File: src/rtl/alu_issue_ctrl.sv
// Initiator side of the CPU ALU interface: issues decoder requests to the ALU,
// captures results and owns the flags register. Option: ALU_ISSUE_CTRL_BACK2BACK_EN.
module alu_issue_ctrl #(
    parameter logic [7:0]  FLAGS_RST = 8'h00,
    parameter int unsigned DATA_W    = 8
) (
    input  logic              clk,
    input  logic              rst,
    input  logic              req_valid,
    output logic              req_ready,
    input  logic [3:0]        req_op,
    input  logic [DATA_W-1:0] req_a,
    input  logic [DATA_W-1:0] req_b,
    input  logic              req_wb,
    output logic [DATA_W-1:0] alu_a,
    output logic [DATA_W-1:0] alu_b,
    output logic [3:0]        alu_op,
    output logic [7:0]        alu_cpu_flags,
    input  logic [DATA_W-1:0] alu_c,
    input  logic [7:0]        alu_flags,
    output logic              rsp_valid,
    input  logic              rsp_ready,
    output logic [DATA_W-1:0] rsp_data,
    output logic              rsp_wb,
    output logic [7:0]        flags,
    input  logic              flags_wr,
    input  logic [7:0]        flags_wdata,
    input  logic [3:0]        cond_sel,
    output logic              cond_true,
    output logic              busy
);

    localparam logic [7:0] FLAGS_MASK = 8'h3F;
    localparam logic [3:0] OP_SHR     = 4'd12;
    localparam logic [3:0] OP_SHL     = 4'd13;
    localparam logic [3:0] OP_SAR     = 4'd14;

    typedef enum logic [1:0] {IDLE, EXEC, RESP} state_t;

    state_t            state;
    logic [DATA_W-1:0] hold_a;
    logic [DATA_W-1:0] hold_b;
    logic [3:0]        hold_op;
    logic              hold_wb;
    logic              accept;
    logic              zero_shift;

    assign alu_a         = hold_a;
    assign alu_b         = hold_b;
    assign alu_op        = hold_op;
    assign alu_cpu_flags = flags;
    assign busy          = (state != IDLE);
    assign accept        = req_valid && req_ready;

    // A shift by zero passes a through untouched and leaves the flags alone.
    assign zero_shift = ((hold_op == OP_SHR) || (hold_op == OP_SHL) || (hold_op == OP_SAR))
                        && (hold_b == '0);

`ifdef ALU_ISSUE_CTRL_BACK2BACK_EN
    assign req_ready = !flags_wr && ((state == IDLE) || ((state == RESP) && rsp_ready));
`else
    assign req_ready = !flags_wr && (state == IDLE);
`endif

    always_ff @(posedge clk or posedge rst) begin
        if (rst) begin
            state     <= IDLE;
            flags     <= FLAGS_RST & FLAGS_MASK;
            rsp_valid <= 1'b0;
            rsp_data  <= '0;
            rsp_wb    <= 1'b0;
            hold_a    <= '0;
            hold_b    <= '0;
            hold_op   <= '0;
            hold_wb   <= 1'b0;
        end else begin
            case (state)
                IDLE: begin
                    if (flags_wr) begin
                        flags <= flags_wdata & FLAGS_MASK;
                    end else if (accept) begin
                        hold_a  <= req_a;
                        hold_b  <= req_b;
                        hold_op <= req_op;
                        hold_wb <= req_wb;
                        state   <= EXEC;
                    end
                end
                EXEC: begin
                    rsp_valid <= 1'b1;
                    rsp_wb    <= hold_wb;
                    if (zero_shift) begin
                        rsp_data <= hold_a;
                    end else begin
                        rsp_data <= alu_c;
                        flags    <= alu_flags & FLAGS_MASK;
                    end
                    state <= RESP;
                end
                RESP: begin
                    if (rsp_ready) begin
                        rsp_valid <= 1'b0;
                        state     <= IDLE;
`ifdef ALU_ISSUE_CTRL_BACK2BACK_EN
                        if (accept) begin
                            hold_a  <= req_a;
                            hold_b  <= req_b;
                            hold_op <= req_op;
                            hold_wb <= req_wb;
                            state   <= EXEC;
                        end
`endif
                    end
                end
                default: state <= IDLE;
            endcase
        end
    end

    // Branch condition evaluation from the architectural flags.
    always_comb begin
        logic s, z, v, p, c;
        s = flags[5];
        z = flags[4];
        v = flags[2];
        p = flags[1];
        c = flags[0];
        cond_true = 1'b0;
        case (cond_sel)
            4'd0:    cond_true = 1'b1;
            4'd1:    cond_true = z;
            4'd2:    cond_true = !z;
            4'd3:    cond_true = c;
            4'd4:    cond_true = !c;
            4'd5:    cond_true = s;
            4'd6:    cond_true = !s;
            4'd7:    cond_true = v;
            4'd8:    cond_true = !v;
            4'd9:    cond_true = p;
            4'd10:   cond_true = !p;
            4'd11:   cond_true = !c && !z;
            4'd12:   cond_true = c || z;
            4'd13:   cond_true = !z && (s == v);
            4'd14:   cond_true = (s == v);
            default: cond_true = (s != v);
        endcase
    end

endmodule
File: config.mk
export PLATFORM = sky130hd
export DESIGN_NAME = alu_issue_ctrl
export DESIGN_NICKNAME = d
export VERILOG_FILES = /design/src/rtl/alu_issue_ctrl.sv
export SDC_FILE = /design/constraint.sdc
export NUM_CORES = 1
export LEC_CHECK = 0
export ABC_CLOCK_PERIOD_IN_PS = 1590
export CAP_MARGIN = 20
export CORE_MARGIN = 2
export CORE_UTILIZATION = 36
export DETAILED_ROUTE_END_ITERATION = 12
export PLACE_DENSITY = 0.76
export SLEW_MARGIN = 40
export SYNTH_ARGS = -nofsm -noshare
export SYNTH_HDL_FRONTEND = slang
export SYNTH_SLANG_ARGS = --single-unit
File: constraint.sdc
create_clock -name clk -period 1.59 [get_ports clk]
set_input_delay 0.2385 -clock clk [delete_from_list [all_inputs] [get_ports clk]]
set_output_delay 0.2385 -clock clk [all_outputs]
set_load 0.05 [all_outputs]
# Word level (Yosys, flattened, before mapping)
# Index checks and enable logic that the tools add are counted.
# word_totals
reg_bits	41
inputBits	54
out_inout_bits	49
wordCells	71
# classes
n_eq_ne	26
muxes	11
n_bitwise	1
reduce_logical	24
# ops
cell	count
$eq A4 B4 Y1 const B	10
$mux W8	3
$eq A4 B3 Y1 const B	4
$pmux W8 S2	1
$pmux W1 S15	1
$ne A2 B2 Y1 const B	5
$reduce_and A3 Y1	3
$eq A4 B2 Y1 const B	2
$logic_not A8 Y1	1
$logic_not A1 Y1	6
$mux W2	3
$pmux W2 S3	1
$reduce_bool A2 Y1	3
$logic_and A1 B1 Y1	5
$eq A4 B1 Y1 const B	1
$logic_not A4 Y1	1
$logic_or A1 B1 Y1	3
$eq A2 B1 Y1 const B	1
$eq A2 B2 Y1 const B	1
$logic_not A2 Y1	1
$pmux W1 S2	1
$reduce_and A2 Y1	1
$eq A1 B1 Y1	1
$mux W1	1
other kinds (2)	2

# Depth between registers and ports, before layout
# Gate-level depths: netlist of run 1.
# logic_depth
word_depth	6
depth_mapped	7
depth_no_buf	5

# Worst setup path after synthesis of run 1
# OpenSTA, ideal clock, no wires.
# synth_timing
path_type	register to output
start	register flags[4] (netlist: alu_cpu_flags[4])
end	output cond_true
arrival_ns	1.763
t_required_ns	1.351
path_slack_ns	-0.412
path_stages_with_launch	5
path_buffers	0
path_cell_list	dfrtp_1 -> mux2_2 -> a211oi_1 -> o21ai_0 -> a32o_1
# synth_between
elab_chain_len	3
elab_cells_between_ends	5
classes_between	mux: 1; reduce/logical: 4
# synth_rtl
item	line	rtl
start: declaration	25	output logic [7:0] flags,
start signal: assignment	68	flags <= FLAGS_RST & FLAGS_MASK;
start signal: assignment	80	flags <= flags_wdata & FLAGS_MASK;
start signal: assignment	96	flags <= alu_flags & FLAGS_MASK;
$logic_not A1 Y1	132, 141, 143	
$logic_and A1 B1 Y1, on equally long branches	143, 141	
$pmux W1 S15 *	129	case (cond_sel)
end: declaration	29	output logic cond_true,
# Every way passes the cells marked *; elsewhere a longest branch is shown, timed or not.

# Worst setup path in the final report of run 1
# Same ends and word-level chain as after synthesis.

==> out/results.txt, run 1 <==
Nets@finish = 333
Critical Path RT = 1.35 ns
Num ports = 103
Initial antenna violation count = 0
Die Y = 79.3 um
H-tree levels = 2
N_diodes = 0
Most frequent cells in the layout = 64 x buf_4, 47 x clkdlybuf4s50_1, 36 x dfrtp_1
First-pass GRT wire length = 7.78 mm
Share of the synthesized area in the top cell type = 47.8%
Post-synth ARST share = 100%
Hold buffer count at CTS = 0
Worst setup SP type = register
Final Skew = 0.00353 ns
PnR Total Power = 4.80 mW
Design area = 0.00318 sq mm
Number of synthesized flops with an enable pin = 0
Slack of the critical path = -0.363 ns
Crit path capture type = primary output
RSZ-0062 raised after global routing = yes
IO Port Bufs = 94
Fin crit share = 123%
Post-synthesis cell area = 0.00204 sq mm
Initial Util = 37.1%
Die ar. = 0.00629 sq mm
Hold Fails Final Rpt = 0
Hpwl dp = 3.86 mm
Vias/cell = 4.74
Failing checks = setup timing
Worst r2r src = alu_b[3]$_DFFE_PP0P_
Root buffer cell = clkbuf_8
Reg clk slew, reported paths = 0.08 ns
Remaining Overflow, GRT = 0
Mean post-synth cell area = 12.1 sq um
Core Footprint = 0.00551 sq mm
Die Span X = 79.3 um
Post-synthesis cell type count = 34
Clock Path Buffers = 2
Power Density = 1510 mW/mm^2
Fmax = 512 MHz
Cell taking the most area after synthesis = dfrtp_1
GRT Total Usage = 16.0%
DRC viols = 0
Starting DRC count in detailed routing = 46
Vias in the first global route = 1625
Seq/Total Area, Yosys = 47.8%
Outcome = finished, violations left
Crit Path Category = register to primary output
Syn-to-layout area delta = 55.7%
Most common cell after layout, fill and taps aside = buf_4
CTS tree = done
Tightest Hold Check Type = input pin to asynchronous set/reset pin
Row count = 27
Final Setup Violations = 1
Clock sink count = 39
Max_cap viols = 0
Worst-skew pair later-pin latency = 0.29 ns
Top FF cell, synth = dfrtp_1
Leak = 1.52 nW
Detail Route Antenna Nets = 0
Peak VDD IR = 0.00100 V
CP max FO = 4
Largest net degree at the start of global routing = 40
Cells after Synth = 169
Fin crit period = 1.95 ns
Reg2Reg Depth = 5
Vias post-DR = 1668
DRT Pass-1 Iters = 2
Layout cell share with drive strength beyond 1 = 42.1%
Total CTS buffers = 5
Post-synthesis register bit count = 39
Slew Limit Fails = 0
DP Area = 0.00300 sq mm
DRT Wirelength = 5.20 mm
Reg-to-reg endpoint = rsp_data[4]$_DFFE_PP0P_
Top cells by area, synth = dfrtp_1 48%, mux2_4 14%, mux2i_1 7.4%
R2r setup slk = 0.04 ns
WL per Instance = 14.8 um
RD Place Congestion = 0.769
Worst Path Arrival = 1.71 ns
YS warnings = 0
==> sequential cells by signal (all words and copies together), names as in the netlist <==
| register | flops |
|---|---|
| alu_cpu_flags | 6 |
| state | 2 |
| alu_b | 8 |
| alu_op | 4 |
| hold_wb | 1 |
| rsp_data | 8 |
| rsp_wb | 1 |
| rsp_valid | 1 |
| alu_a | 8 |
==> kinds of logic (layout without fill, tap and decap cells) <==
family	after synthesis	in the layout	share of synthesized area, %
AO/OA/AOI/OAI	30	31	9.31
other	1	4	0.184
multiplexers	38	38	23.5
flip-flops	39	39	47.8
AND/OR/NAND/NOR	36	36	9.44
XOR/XNOR	1	1	0.429
buffers and inverters	24	131	9.31
==> timing repair <==
| item | CTS | global route |
|---|---|---|
| buffers inserted | 0 | 4 |
| pin swaps | 3 | 5 |
| setup endpoints to repair | 2 | 33 |
| cloned | 0 | 2 |
| gates resized for setup | 7 | 15 |
| endpoints found under the hold margin | 0 | 0 |
==> per-stage QoR <==
stage                     worst slack, ns  TNS, ns  hold slack (ns)  std cells  util, %
final                              -0.363   -0.363            0.275        352     57.7
after global routing               -0.426   -0.814            0.311        352     57.7
after CTS                          -0.374   -0.374            0.275        346     56.2
after detailed placement           -0.483    -1.98            0.472        338     54.5
after global placement             -0.415    -1.83            0.466        338     54.5
after floorplan                    -0.301    -7.00            0.346        172        -
==> cell type report <==
cell class                      instances  area (sq um)
Inverter                                4          15.0
Sequential cell                        39           980
Tap cell                               72          90.1
Timing Repair Buffer                  119          1080
Fill cell                             476          2330
Multi-Input combinational cell        110           921
Clock buffer                            5          68.8
Clock inverter                          3          20.0
==> worst max-delay path by stage <==
stage                                  from                   end  slack (ns)
2_1_floorplan          state[0]$_DFFE_PP0P_  alu_a[0]$_DFFE_PP0P_       -0.30
3_3_place_gp                    cond_sel[1]             cond_true       -0.41
3_5_place_dp                    cond_sel[1]             cond_true       -0.48
4_1_cts        alu_cpu_flags[4]$_DFFE_PP0P_             cond_true       -0.37
5_1_grt        alu_cpu_flags[4]$_DFFE_PP0P_             cond_true       -0.43
6_report       alu_cpu_flags[4]$_DFFE_PP0P_             cond_true       -0.36
==> critical path: stages (launching register included) <==
cell and delay, ns:
dfrtp_2 0.41, mux2_2 0.35, a211oi_2 0.19, o21ai_1 0.08, a32o_2 0.25, buf_12 0.15
==> metal layers <==
| layer | GRT usage, % | share of wire, % | vias to the layer above |
|---|---|---|---|
| met4 | 4.66 | 1.7 | 0 |
| met3 | 5.23 | 8.1 | 10 |
| met1 | 18.2 | 40 | 788 |
| met2 | 28.7 | 50 | 76 |
| met5 | 0 | 0 | - |
| li1 | - | - | 794 |
==> synth_stat cells (all sizes together) (2+ instances only) <==
master,number
nand2b,3
o21ai,12
nor2b,3
nand2,12
o32ai,2
mux2i,15
nand4,2
buf,19
inv,4
nor2,10
mux2,23
dfrtp,39
a21oi,9
==> where the power goes <==
| part | switching, mW | internal, mW |
|---|---|---|
| registers | 0.248 | 1.27 |
| logic | 1.61 | 1.00 |
| clock network | 0.358 | 0.305 |
| total | 2.21 | 2.58 |
Power figures use the tool's default switching activity.
==> inputs of run 2 (changes only) <==
Settings changed: CELL_PAD_IN_SITES_DETAIL_PLACEMENT set to 0, CELL_PAD_IN_SITES_GLOBAL_PLACEMENT set to 1, CORE_UTILIZATION 36 to 27, PLACE_DENSITY 0.76 to unset, PLACE_DENSITY_LB_ADDON set to 0.1.
==> out/results.txt, run 2 (synthesized netlist as in run 1, its figures left out) <==
Worst Hold Slack = 0.282 ns (was 0.275 ns)
Slack of the critical path = -0.327 ns (was -0.363 ns)
Reg area = 980 sq um (unchanged)
Core Footprint = 0.00729 sq mm (was 0.00551 sq mm)
PnR Total Power = 5.02 mW (was 4.80 mW)
Layout cell share with drive strength beyond 1 = 42.0% (was 42.1%)
Hpwl dp = 3.76 mm (was 3.86 mm)
Reg2Reg Depth = 5 (unchanged)
Remaining Overflow, GRT = 0 (unchanged)
Row count = 31 (was 27)
Crit path capture type = primary output (unchanged)
Fin crit period = 1.92 ns (was 1.95 ns)
WL per Instance = 13.2 um (was 14.8 um)
Leak = 1.56 nW (was 1.52 nW)
DRT Pass-1 Iters = 3 (was 2)
Peak VDD IR = 0.000610 V (was 0.00100 V)
H-tree levels = 2 (unchanged)
Most common cell after layout, fill and taps aside = buf_4 (unchanged)
Failing checks = setup timing (unchanged)
Worst-skew pair later-pin latency = 0.29 ns (about the same)
R2r setup slk = 0.04 ns (about the same)
Most frequent cells in the layout = 65 x buf_4, 47 x clkdlybuf4s50_1, 36 x dfrtp_1 (was 64 x buf_4, 47 x clkdlybuf4s50_1, 36 x dfrtp_1)
Fmax = 522 MHz (was 512 MHz)
Initial Util = 28.0% (was 37.1%)
N_diodes = 0 (unchanged)
Starting DRC count in detailed routing = 33 (was 46)
Root buffer cell = clkbuf_8 (unchanged)
Final Setup Violations = 1 (unchanged)
RD Place Congestion = 0.811 (was 0.769)
Vias in the first global route = 1589 (was 1625)
Worst r2r src = state[0]$_DFFE_PP0P_ (was alu_b[3]$_DFFE_PP0P_)
Worst Path Arrival = 1.68 ns (was 1.71 ns)
End point of the critical path = cond_true (unchanged)
Fill count = 739 (was 476)
Pre-CTS setup slack = -0.538 ns (was -0.483 ns)
GRT Total Usage = 12.0% (was 16.0%)
CTS tree = done (unchanged)
Syn-to-layout area delta = 60.7% (was 55.7%)
First-pass GRT wire length = 7.98 mm (was 7.78 mm)
Num ports = 103 (unchanged)
CP max FO = 4 (unchanged)
IO Port Bufs = 94 (unchanged)
RSZ-0062 raised after global routing = yes (unchanged)
Power Density = 1530 mW/mm^2 (was 1510 mW/mm^2)
Hold buffer count at CTS = 0 (unchanged)
Slew Limit Fails = 0 (unchanged)
Vias post-DR = 1595 (was 1668)
Total CTS buffers = 5 (unchanged)
Reg clk slew, reported paths = 0.08 ns (about the same)
Die ar. = 0.00827 sq mm (was 0.00629 sq mm)
Clock sink count = 39 (unchanged)
Reg-to-reg endpoint = alu_a[5]$_DFFE_PP0P_ (was rsp_data[4]$_DFFE_PP0P_)
Max_cap viols = 0 (unchanged)
Vias/cell = 4.18 (was 4.74)
Detail Route Antenna Nets = 0 (unchanged)
Non-Filler Instances = 382 (was 352)
Die Span X = 91.0 um (was 79.3 um)
Outcome = finished, violations left (unchanged)
Critical path launch point = alu_cpu_flags[4]$_DFFE_PP0P_ (unchanged)
Initial antenna violation count = 0 (unchanged)
Die Y = 91.0 um (was 79.3 um)
TNS Setup = -0.327 ns (was -0.363 ns)
Tightest Hold Check Type = input pin to asynchronous set/reset pin (unchanged)
Critical Path RT = 1.35 ns (about the same)
Area of the multi-input gates = 926 sq um (was 921 sq um)
DRT Wirelength = 5.04 mm (was 5.20 mm)
DP Area = 0.00307 sq mm (was 0.00300 sq mm)
Util after Layout = 45.0% (was 57.7%)
Largest net degree at the start of global routing = 40 (unchanged)
Hold Fails Final Rpt = 0 (unchanged)
Clock Path Buffers = 2 (unchanged)
Final Skew = 0.00495 ns (was 0.00353 ns)
Nets@finish = 336 (was 333)
Fin crit share = 121% (was 123%)
Design area = 0.00328 sq mm (was 0.00318 sq mm)
DRC viols = 0 (unchanged)
Dpl cells = 366 (was 338)
Crit Path Category = register to primary output (unchanged)
Worst setup SP type = register (unchanged)
-- run 2: how the worst min path moves through the flow --
stage | depth (start not counted) | endpoint | from
finish | 3 | rsp_data[6]$_DFFE_PP0P_ | rst
global route | 3 | alu_a[5]$_DFFE_PP0P_ | rst
CTS | 3 | alu_op[0]$_DFFE_PP0P_ | rst
detailed placement | 2 | rsp_data[1]$_DFFE_PP0P_ | rsp_data[1]$_DFFE_PP0P_
global placement | 2 | rsp_data[3]$_DFFE_PP0P_ | rsp_data[3]$_DFFE_PP0P_
floorplan | 1 | state[1]$_DFFE_PP0P_ | rsp_ready
-- run 2: area by class of cell --
cell class / instances / area share [%]
repair buffers: 122 / 34.1
flip-flops and latches: 39 / 29.9
clock inverters: 2 / 1.07
inverters: 4 / 0.458
multi-input cells: 110 / 28.2
well taps: 99 / 3.78
clock buffers: 6 / 2.52
-- run 2: where the power goes --
part | switching, mW | internal [mW]
Clock | 0.345 | 0.508
Sequential | 0.246 | 1.27
Combinational | 1.60 | 1.05
-- run 2: layer usage --
metal	global-route usage [%]	up-vias	routed length (um)
met5	0	-	0
met4	3.91	0	87
met3	3.07	9	275
met2	19.8	55	2480
met1	15.4	728	2200
li1	-	803	-
-- run 2: critical path, cell delays in order (launching register included) --
cell and delay [ns]:
dfrtp_2 0.44, mux2_4 0.31, a211oi_2 0.18, o21ai_1 0.08, a32o_2 0.24, buf_12 0.15
-- run 2: timing repair --
item | in CTS | in global routing
setup endpoints to repair | 10 | 18
cloned | 0 | 1
buffers inserted | 1 | 6
gates resized for setup | 10 | 5
pin swaps | 3 | 5
